$ cat src/rtl/ge_row_array.sv
// One row of the GF(2) Gaussian-elimination systolic array: COLS cells fed through
// an internal skew, with op/pivot tokens linked cell to cell and a deskewed output word.
module ge_row_array #(
   parameter int unsigned COLS = 8
) (
   input  logic            clk,
   input  logic            rst,
   input  logic            valid_in,
   input  logic            start_in,
   input  logic            mode,
   input  logic [COLS-1:0] data_in,
   output logic            valid_out,
   output logic            start_out,
   output logic [COLS-1:0] data_out,
   output logic            pivot_out,
   output logic [COLS-1:0] r_out,
   output logic            idle
);

   typedef enum logic [1:0] {
      OP_PASS = 2'b00,
      OP_SWAP = 2'b01,
      OP_ADD  = 2'b10,
      OP_NOP  = 2'b11
   } op_e;

   // per-beat control pipeline; stage j is the beat currently at cell j
   logic [COLS-1:1] vld_q, vld_d;
   logic [COLS-1:1] st_q, st_d;
   logic [COLS-1:1] md_q, md_d;
   logic [COLS-1:1] piv_q, piv_d;
   op_e             op_q [COLS-1:1];
   op_e             op_d [COLS-1:1];
   logic [COLS-1:0] r_q, r_d;
   logic            valid_out_q, valid_out_d;
   logic            start_out_q, start_out_d;
   logic            pivot_out_q, pivot_out_d;

   logic [COLS-1:0] c_vld, c_st, c_md, c_d, c_piv_in, c_dout, c_piv_out;
   op_e             c_op_in  [COLS];
   op_e             c_op_out [COLS];

   always_comb begin
      c_vld[0]    = valid_in;
      c_st[0]     = start_in;
      c_md[0]     = mode;
      c_piv_in[0] = 1'b0;
      c_op_in[0]  = OP_PASS;
      for (int unsigned j = 1; j < COLS; j++) begin
         c_vld[j]    = vld_q[j];
         c_st[j]     = st_q[j];
         c_md[j]     = md_q[j];
         c_piv_in[j] = piv_q[j];
         c_op_in[j]  = op_q[j];
      end
   end

   always_comb begin
      for (int unsigned j = 0; j < COLS; j++) begin
         r_d[j]       = r_q[j];
         c_dout[j]    = 1'b0;
         c_op_out[j]  = OP_NOP;
         c_piv_out[j] = 1'b0;
         if (c_vld[j]) begin
            if (!c_md[j]) begin
               if (c_st[j]) begin
                  r_d[j]       = c_d[j];
                  c_op_out[j]  = OP_SWAP;
                  c_piv_out[j] = c_piv_in[j] | c_d[j];
               end else if (!c_piv_in[j] && r_q[j]) begin
                  if (c_d[j]) c_op_out[j] = OP_ADD;
                  else        c_op_out[j] = OP_PASS;
                  c_piv_out[j] = 1'b1;
               end else if (!c_piv_in[j]) begin
                  r_d[j]       = c_d[j];
                  c_op_out[j]  = OP_SWAP;
                  c_piv_out[j] = c_d[j];
               end else begin
                  c_op_out[j]  = c_op_in[j];
                  c_piv_out[j] = c_piv_in[j];
                  case (c_op_in[j])
                     OP_SWAP: begin
                        c_dout[j] = r_q[j];
                        r_d[j]    = c_d[j];
                     end
                     OP_ADD:  c_dout[j] = c_d[j] ^ r_q[j];
                     default: c_dout[j] = c_d[j];
                  endcase
               end
            end else begin
               if (c_st[j]) begin
                  c_dout[j]    = r_q[j];
                  c_op_out[j]  = OP_SWAP;
                  c_piv_out[j] = c_piv_in[j] | r_q[j];
               end else if (!c_piv_in[j] && r_q[j]) begin
                  if (c_d[j]) c_op_out[j] = OP_ADD;
                  else        c_op_out[j] = OP_PASS;
                  c_piv_out[j] = 1'b1;
               end else if (!c_piv_in[j]) begin
                  c_dout[j]    = c_d[j];
                  c_op_out[j]  = OP_PASS;
               end else begin
                  c_op_out[j]  = c_op_in[j];
                  c_piv_out[j] = c_piv_in[j];
                  if (c_op_in[j] == OP_ADD) c_dout[j] = c_d[j] ^ r_q[j];
                  else                      c_dout[j] = c_d[j];
               end
            end
         end
      end
   end

   always_comb begin
      for (int unsigned j = 1; j < COLS; j++) begin
         vld_d[j] = c_vld[j-1];
         st_d[j]  = c_st[j-1];
         md_d[j]  = c_md[j-1];
         piv_d[j] = c_piv_out[j-1];
         op_d[j]  = c_op_out[j-1];
      end
      valid_out_d = c_vld[COLS-1];
      start_out_d = c_vld[COLS-1] & c_st[COLS-1];
      pivot_out_d = c_piv_out[COLS-1];
   end

   always_ff @(posedge clk) begin
      if (rst) begin
         vld_q       <= '0;
         st_q        <= '0;
         md_q        <= '0;
         piv_q       <= '0;
         r_q         <= '0;
         valid_out_q <= 1'b0;
         start_out_q <= 1'b0;
         pivot_out_q <= 1'b0;
         for (int unsigned j = 1; j < COLS; j++) op_q[j] <= OP_PASS;
      end else begin
         vld_q       <= vld_d;
         st_q        <= st_d;
         md_q        <= md_d;
         piv_q       <= piv_d;
         r_q         <= r_d;
         valid_out_q <= valid_out_d;
         start_out_q <= start_out_d;
         pivot_out_q <= pivot_out_d;
         for (int unsigned j = 1; j < COLS; j++) op_q[j] <= op_d[j];
      end
   end

   // column j: j-stage input skew, then COLS-j stage deskew ending in the output register
   for (genvar J = 0; J < COLS; J++) begin : g_col
      if (J == 0) begin : g_in
         assign c_d[0] = data_in[0];
      end else begin : g_skew
         logic [J-1:0] sk_q, sk_d;
         always_comb begin
            sk_d[0] = data_in[J];
            for (int unsigned k = 1; k < J; k++) sk_d[k] = sk_q[k-1];
         end
         always_ff @(posedge clk) begin
            if (rst) sk_q <= '0;
            else     sk_q <= sk_d;
         end
         assign c_d[J] = sk_q[J-1];
      end

      logic [COLS-J-1:0] dk_q, dk_d;
      always_comb begin
         dk_d[0] = c_dout[J];
         for (int unsigned k = 1; k < COLS - J; k++) dk_d[k] = dk_q[k-1];
      end
      always_ff @(posedge clk) begin
         if (rst) dk_q <= '0;
         else     dk_q <= dk_d;
      end
      assign data_out[J] = dk_q[COLS-J-1];
   end

   assign valid_out = valid_out_q;
   assign start_out = start_out_q;
   assign pivot_out = pivot_out_q;
   assign r_out     = r_q;
   assign idle      = ~((valid_in & ~rst) | (|vld_q));

endmodule

$ cat config.mk
export PLATFORM = sky130hd
export DESIGN_NAME = ge_row_array
export DESIGN_NICKNAME = d
export VERILOG_FILES = /design/src/rtl/ge_row_array.sv
export SDC_FILE = /design/constraint.sdc
export NUM_CORES = 1
export LEC_CHECK = 0
export CORE_ASPECT_RATIO = 0.75
export CORE_MARGIN = 2
export CORE_UTILIZATION = 44
export CTS_CLUSTER_DIAMETER = 100
export DETAILED_ROUTE_END_ITERATION = 8
export PLACE_DENSITY = 0.62
export SLEW_MARGIN = 5
export SYNTH_ARGS = -nofsm -noshare
export SYNTH_HDL_FRONTEND = slang
export SYNTH_SLANG_ARGS = --single-unit
$ cat constraint.sdc
create_clock -name clk -period 3.75 [get_ports clk]
set_input_delay 0.75 -clock clk [delete_from_list [all_inputs] [get_ports clk]]
set_output_delay 0.75 -clock clk [all_outputs]
set_load 0.02 [all_outputs]
==> flow_summary.yaml, run 1 <==
global_route:
  grt_pass1_wl_um: 13800
  grt_pass1_vias: 2916
  track_usage_pct: 15.7
  grt_max_degree: 100
  gr-total-overflow: 0
  antenna_found_initial: 0
synth:
  synth_top_area_cell: "dfxtp_1"
  syn-num-nets: 497
  avgSynthCellArea_um2: 9.72
  synth_common_cells: "dfxtp_1 (117), nor2b_1 (73), inv_1 (37), nor2_1 (31), a21oi_1 (29)"
  synthTopCellsByArea: "dfxtp_1 (51%), nor2b_1 (10%), ha_1 (3.8%)"
  synth.most_common_cell: "dfxtp_1"
  synthDistinctLibCells: 33
  async_flop_share_pct: 0
  synth_edf_count: 0
  synth.ff_latch_count: 117
  yosysSeqAreaShare_pct: 51.2
  syn_area_um2: 4570
  synth_ff_type: "dfxtp_1"
  yosysTopAreaCellShare_pct: 51.2
  ys.warnings.count: 0
  synthCells: 470
timing:
  finalHoldViolations: 0
  rsz0062_at_grt: "no"
  skew_ns: 0.00590
  worst_pin_slew_ns: 0.976
  fin_tns_setup_ns: 0
  setup_slack_ns: 0.579
  setup-violations-final: 0
  finalCriticalPeriod_ns: 3.17
  fmax_mhz: 315
  slew_violations: 0
  slew-limit-headroom_pct: 35.0
  hold-worst-slack_ns: 0.429
  finalCritPeriodShare_pct: 84.6
placement:
  numPortBuffers: 32
  placed_area_um2: 4870
  dp_slack_ns: 0.591
  hpwlAfterDp_um: 5020
  place_congestion: 0.824
die:
  initial_core_util_pct: 44.8
  die_h_um: 92.3
  rows: 32
  pin_count: 33
  dieArea_um2: 11200
  coreArea_um2: 10200
  die_w_um: 122
route:
  via_per_inst: 4.92
  drt-initial-drc-count: 173
  vias: 3146
  dr.pass1.iters: 4
  drt-wirelength-per-cell_um: 12.4
  drt_wl_total_um: 7950
  ant_nets: 0
  drc_errors: 0
clock_network:
  cts_sinks: 117
  clk_latency_ns: 0.40
  path_clk_slew_ns: 0.06
  postCtsSetupBuffers: 0
  cts_buffers: 17
  post_cts_resize_count: 0
  cts_buffer_depth: 2
  cts-root-buf: "clkbuf_16"
  ctsHtreeMaxLevel: 4
  cts_hold_buf: 0
  cts_tree: "built"
layout:
  fin_nets: 518
  fillCellCount: 903
  antenna_cells: 0
  drive_gt1_share_pct: 9.52
  area_growth_pct: 19.2
  design_area_um2: 5450
status:
  outcome: "completed"
hold_path:
  hp-class: "reg -> reg"
setup_path:
  cpMostUsedCell: "clkdlybuf4s50_1"
  critPathCaptureType: "output port"
  critPathKind: "in -> out"
  arrival_ns: 2.42
  crit_path_max_incr_delay_ns: 0.67
  critPathLaunchType: "input pin"
  crit_path_max_fanout: 5
  cp_cell_sequence: "clkdlybuf4s50_1 > nand2b_1 > nand2_1 > nor4_1 > clkdlybuf4s50_1"
  worstPathRequired_ns: 3.00
  slowest_stage: "clkdlybuf4s50_1"
flow_run:
  cap_violations: 0
pwr:
  vdd_drop_max_mv: 0.275
  leakagePower_nw: 2.18
  powerDensity_nw_per_um2: 542
[sequential cells by signal, indices dropped and copies added, names as in the netlist, 7 cells and up]
| name | flops |
|---|---|
| g_col.dk_q | 36 |
| g_col.g_skew.sk_q | 28 |
| op_q | 14 |
| r_out | 8 |
| md_q | 7 |
| piv_q | 7 |
| st_q | 7 |
| vld_q | 7 |
[critical path, delay by kind of cell]
kind | cells | cell delay (ns)
buffers and inverters | 2 | 1.17
AND/OR/NAND/NOR | 3 | 0.51
[cells by family after synthesis]
family                     Yosys count  share of synthesized area [%]
and+or+nand+nor                    165                           21.0
buffers and inverters               68                           7.39
muxes                                7                           1.53
AOI/OAI and AO/OA                   99                           15.0
adders and majority gates           14                           3.83
DFF                                117                           51.2
[power breakdown]
group          internal [mW]  total, mW  switching (mW)
clock                  0.983       1.55           0.569
combinational         0.0530      0.111          0.0576
sequential              1.27       1.29          0.0223
total                   2.31       2.96           0.649
[path summary, 6_finish.rpt]
| path | start | end | slack [ns] | cells after the start |
|---|---|---|---|---|
| max | valid_in | idle | 0.58 | 5 |
| min | g_col[1].dk_q[4] | g_col[1].dk_q[5] | 0.43 | 1 |
| max reg2reg | op_q[0][6] | g_col[3].dk_q[0] | 2.22 | 5 |
| min reg2reg | g_col[1].dk_q[4] | g_col[1].dk_q[5] | 0.43 | 1 |
[through the flow]
stage / cells / util (%) / total power [mW]
CTS: 640 / 53.4 / 2.99
global route: 640 / 53.4 / 3.07
finish: 640 / 53.4 / 2.96
floorplan: 470 / - / 1.39
detailed placement: 608 / 47.7 / 1.43
global placement: 608 / 47.7 / 1.43
[routing by layer]
layer  track usage (%)  share of wire (%)  vias to the layer above
li1                  -                  -                     1624
met1              20.8                 51                     1454
met2              22.8                 44                       58
met3              6.09                3.9                       10
met4              6.80                1.2                        0
met5                 0                  0                        -
[final cells by class]
class                   count  area (um^2)  area share [%]
clock inverters            14          153            2.80
repair buffers             33          325            5.97
flip-flops and latches    117         2340            43.0
multi-input cells         285         1890            34.7
inverters                  37          139            2.55
well taps                 136          170            3.12
clock buffers              18          429            7.88
[cells in the final DEF (no fill, tap or decap), drive strengths merged]
master,Yosys,final
a21o,7,7
a21oi,29,29
a221oi,6,6
a22oi,2,2
a311oi,6,6
a31oi,7,7
and2,8,8
and4bb,6,6
buf,25,2
bufinv,0,2
clkbuf,6,18
clkdlybuf4s50,0,31
clkinv,0,4
clkinvlp,0,4
dfxtp,117,117
ha,14,14
inv,37,41
mux2i,7,7
nand2,19,19
nand2b,8,8
nand3b,9,9
nor2,31,31
nor2b,73,73
nor3,5,5
nor3b,3,3
nor4,2,2
nor4bb,1,1
o2111ai,6,6
o211a,1,1
o21a,1,1
o21ai,26,26
o221ai,1,1
o311ai,7,7
Power figures use the tool's default switching activity.
==> run 2: changes to the inputs <==
==> constraint.sdc (replaced) <==
create_clock -name clk -period 3.24 [get_ports clk]
set_input_delay 0.648 -clock clk [delete_from_list [all_inputs] [get_ports clk]]
set_output_delay 0.648 -clock clk [all_outputs]
set_load 0.02 [all_outputs]
==> flow_summary.yaml, run 2 (same netlist as run 1, synthesis figures left out) <==
status:
  outcome: "completed"
route:
  vias: 3164
  via_per_inst: 4.94
  drt-initial-drc-count: 138
  drc_errors: 0
  ant_nets: 0
  drt_wl_total_um: 8000
  dr.pass1.iters: 4
  drt-wirelength-per-cell_um: 12.5
pwr:
  p_clk_share_pct: 52.3
  p_sw_uw: 733
  vdd_drop_max_mv: 0.361
  p_int_mw: 2.67
  powerDensity_nw_per_um2: 626
  p_sw_share_pct: 21.5
  leakagePower_nw: 2.18
  pwr-share-seq_pct: 43.9
  comb_power_share_pct: 3.7
die:
  coreArea_um2: 10200
  pin_count: 33
  rows: 32
  die_h_um: 92.3
  die_w_um: 122
  dieArea_um2: 11200
  initial_core_util_pct: 44.8
layout:
  reg.largest.list: "g_col.dk_q: 36 flops, g_col.g_skew.sk_q: 28 flops, op_q: 14 flops"
  mostFrequentLayoutCells: "dfxtp_1 (117), nor2b_1 (73), inv_1 (37)"
  antenna_cells: 0
  final_common_cell: "dfxtp_1"
  max_flop_register: "g_col.dk_q"
  largest_reg_flops: 36
  area_growth_pct: 19.1
  final_util_pct: 53.3
  drive_gt1_share_pct: 9.72
  fin_nets: 518
global_route:
  gr-total-overflow: 0
  grt_pass1_wl_um: 13700
  track_usage_pct: 15.7
  antenna_found_initial: 0
  grt_pass1_vias: 2991
  grt_max_degree: 100
timing:
  hold-worst-slack_ns: 0.431
  skew_ns: 0.00627
  slew-limit-headroom_pct: 36.5
  finalCriticalPeriod_ns: 2.90
  fmax_mhz: 345
  fin_tns_setup_ns: 0
  finalCritPeriodShare_pct: 89.6
  rsz0062_at_grt: "no"
  finalHoldViolations: 0
  setup-violations-final: 0
  worst_pin_slew_ns: 0.953
  slew_violations: 0
setup_path:
  worstPathRequired_ns: 2.59
  r2r_setup_slack_ns: 1.76
  cpMostUsedCell: "clkdlybuf4s50_1"
  cp_cell_sequence: "clkdlybuf4s50_1 > nand2b_1 > nand2_1 > nor4_1 > clkdlybuf4s50_1"
  arrival_ns: 2.25
  crit_path_max_fanout: 5
  critPathKind: "in -> out"
  crit_path_max_incr_delay_ns: 0.66
  critPathCaptureType: "output port"
  critPathLaunchType: "input pin"
  slowest_stage: "clkdlybuf4s50_1"
clock_network:
  cts_sinks: 117
  postCtsSetupBuffers: 0
  clk_latency_ns: 0.41
  cts_buffer_depth: 2
  cts-root-buf: "clkbuf_16"
  post_cts_resize_count: 0
  cts_hold_buf: 0
  path_clk_slew_ns: 0.05
  ctsHtreeMaxLevel: 4
  cts_buffers: 17
  cts_tree: "built"
placement:
  hpwlAfterDp_um: 5070
  place_congestion: 0.836
  numPortBuffers: 32
hold_path:
  hp-class: "reg -> reg"
flow_run:
  cap_violations: 0
run 2: through the flow:
| stage | instances | cell area, um^2 | setup slack, ns | power, mW |
|---|---|---|---|---|
| after floorplan | 470 | 4570 | 0.952 | 1.61 |
| after global placement | 608 | 4870 | 0.380 | 1.65 |
| after detailed placement | 608 | 4870 | 0.358 | 1.65 |
| after CTS | 640 | 5440 | 0.358 | 3.45 |
| after global routing | 640 | 5440 | 0.281 | 3.54 |
| final | 640 | 5440 | 0.338 | 3.41 |
run 2: critical path: cells and delay by family:
family        cells  cell delay (ns)
simple gates      3             0.46
buf+inv           2             1.14
run 2: final timing paths:
kind,from,to,cells after the start
worst max register to register,op_q[0][4],g_col[2].dk_q[0],6
worst min-delay path,g_col[6].g_skew.sk_q[1],g_col[6].g_skew.sk_q[2],1
worst max-delay path,valid_in,idle,5
worst min register to register,g_col[6].g_skew.sk_q[1],g_col[6].g_skew.sk_q[2],1
run 2: power by group through the flow:
stage,clock network (mW),registers [mW],logic (mW)
2_1_floorplan,0,1.52,0.0917
3_3_place_gp,0,1.53,0.125
3_5_place_dp,0,1.53,0.127
4_1_cts,1.83,1.50,0.129
5_1_grt,1.89,1.50,0.145
6_report,1.78,1.50,0.128
run 2: cell type report:
type | instances | area, um^2
tap | 136 | 170
sequential | 117 | 2340
inverter | 37 | 139
timing repair buffer | 33 | 325
multi-input combinational | 285 | 1890
clock inverter | 14 | 135
clock buffer | 18 | 439
fill | 936 | 4770
run 2: metal layers:
metal | global-route usage, % | wire length, um | vias up
met5 | 0 | 0 | -
met1 | 20.7 | 3970 | 1479
met2 | 22.5 | 3550 | 56
li1 | - | - | 1618
met4 | 6.90 | 107 | 0
met3 | 6.41 | 359 | 11
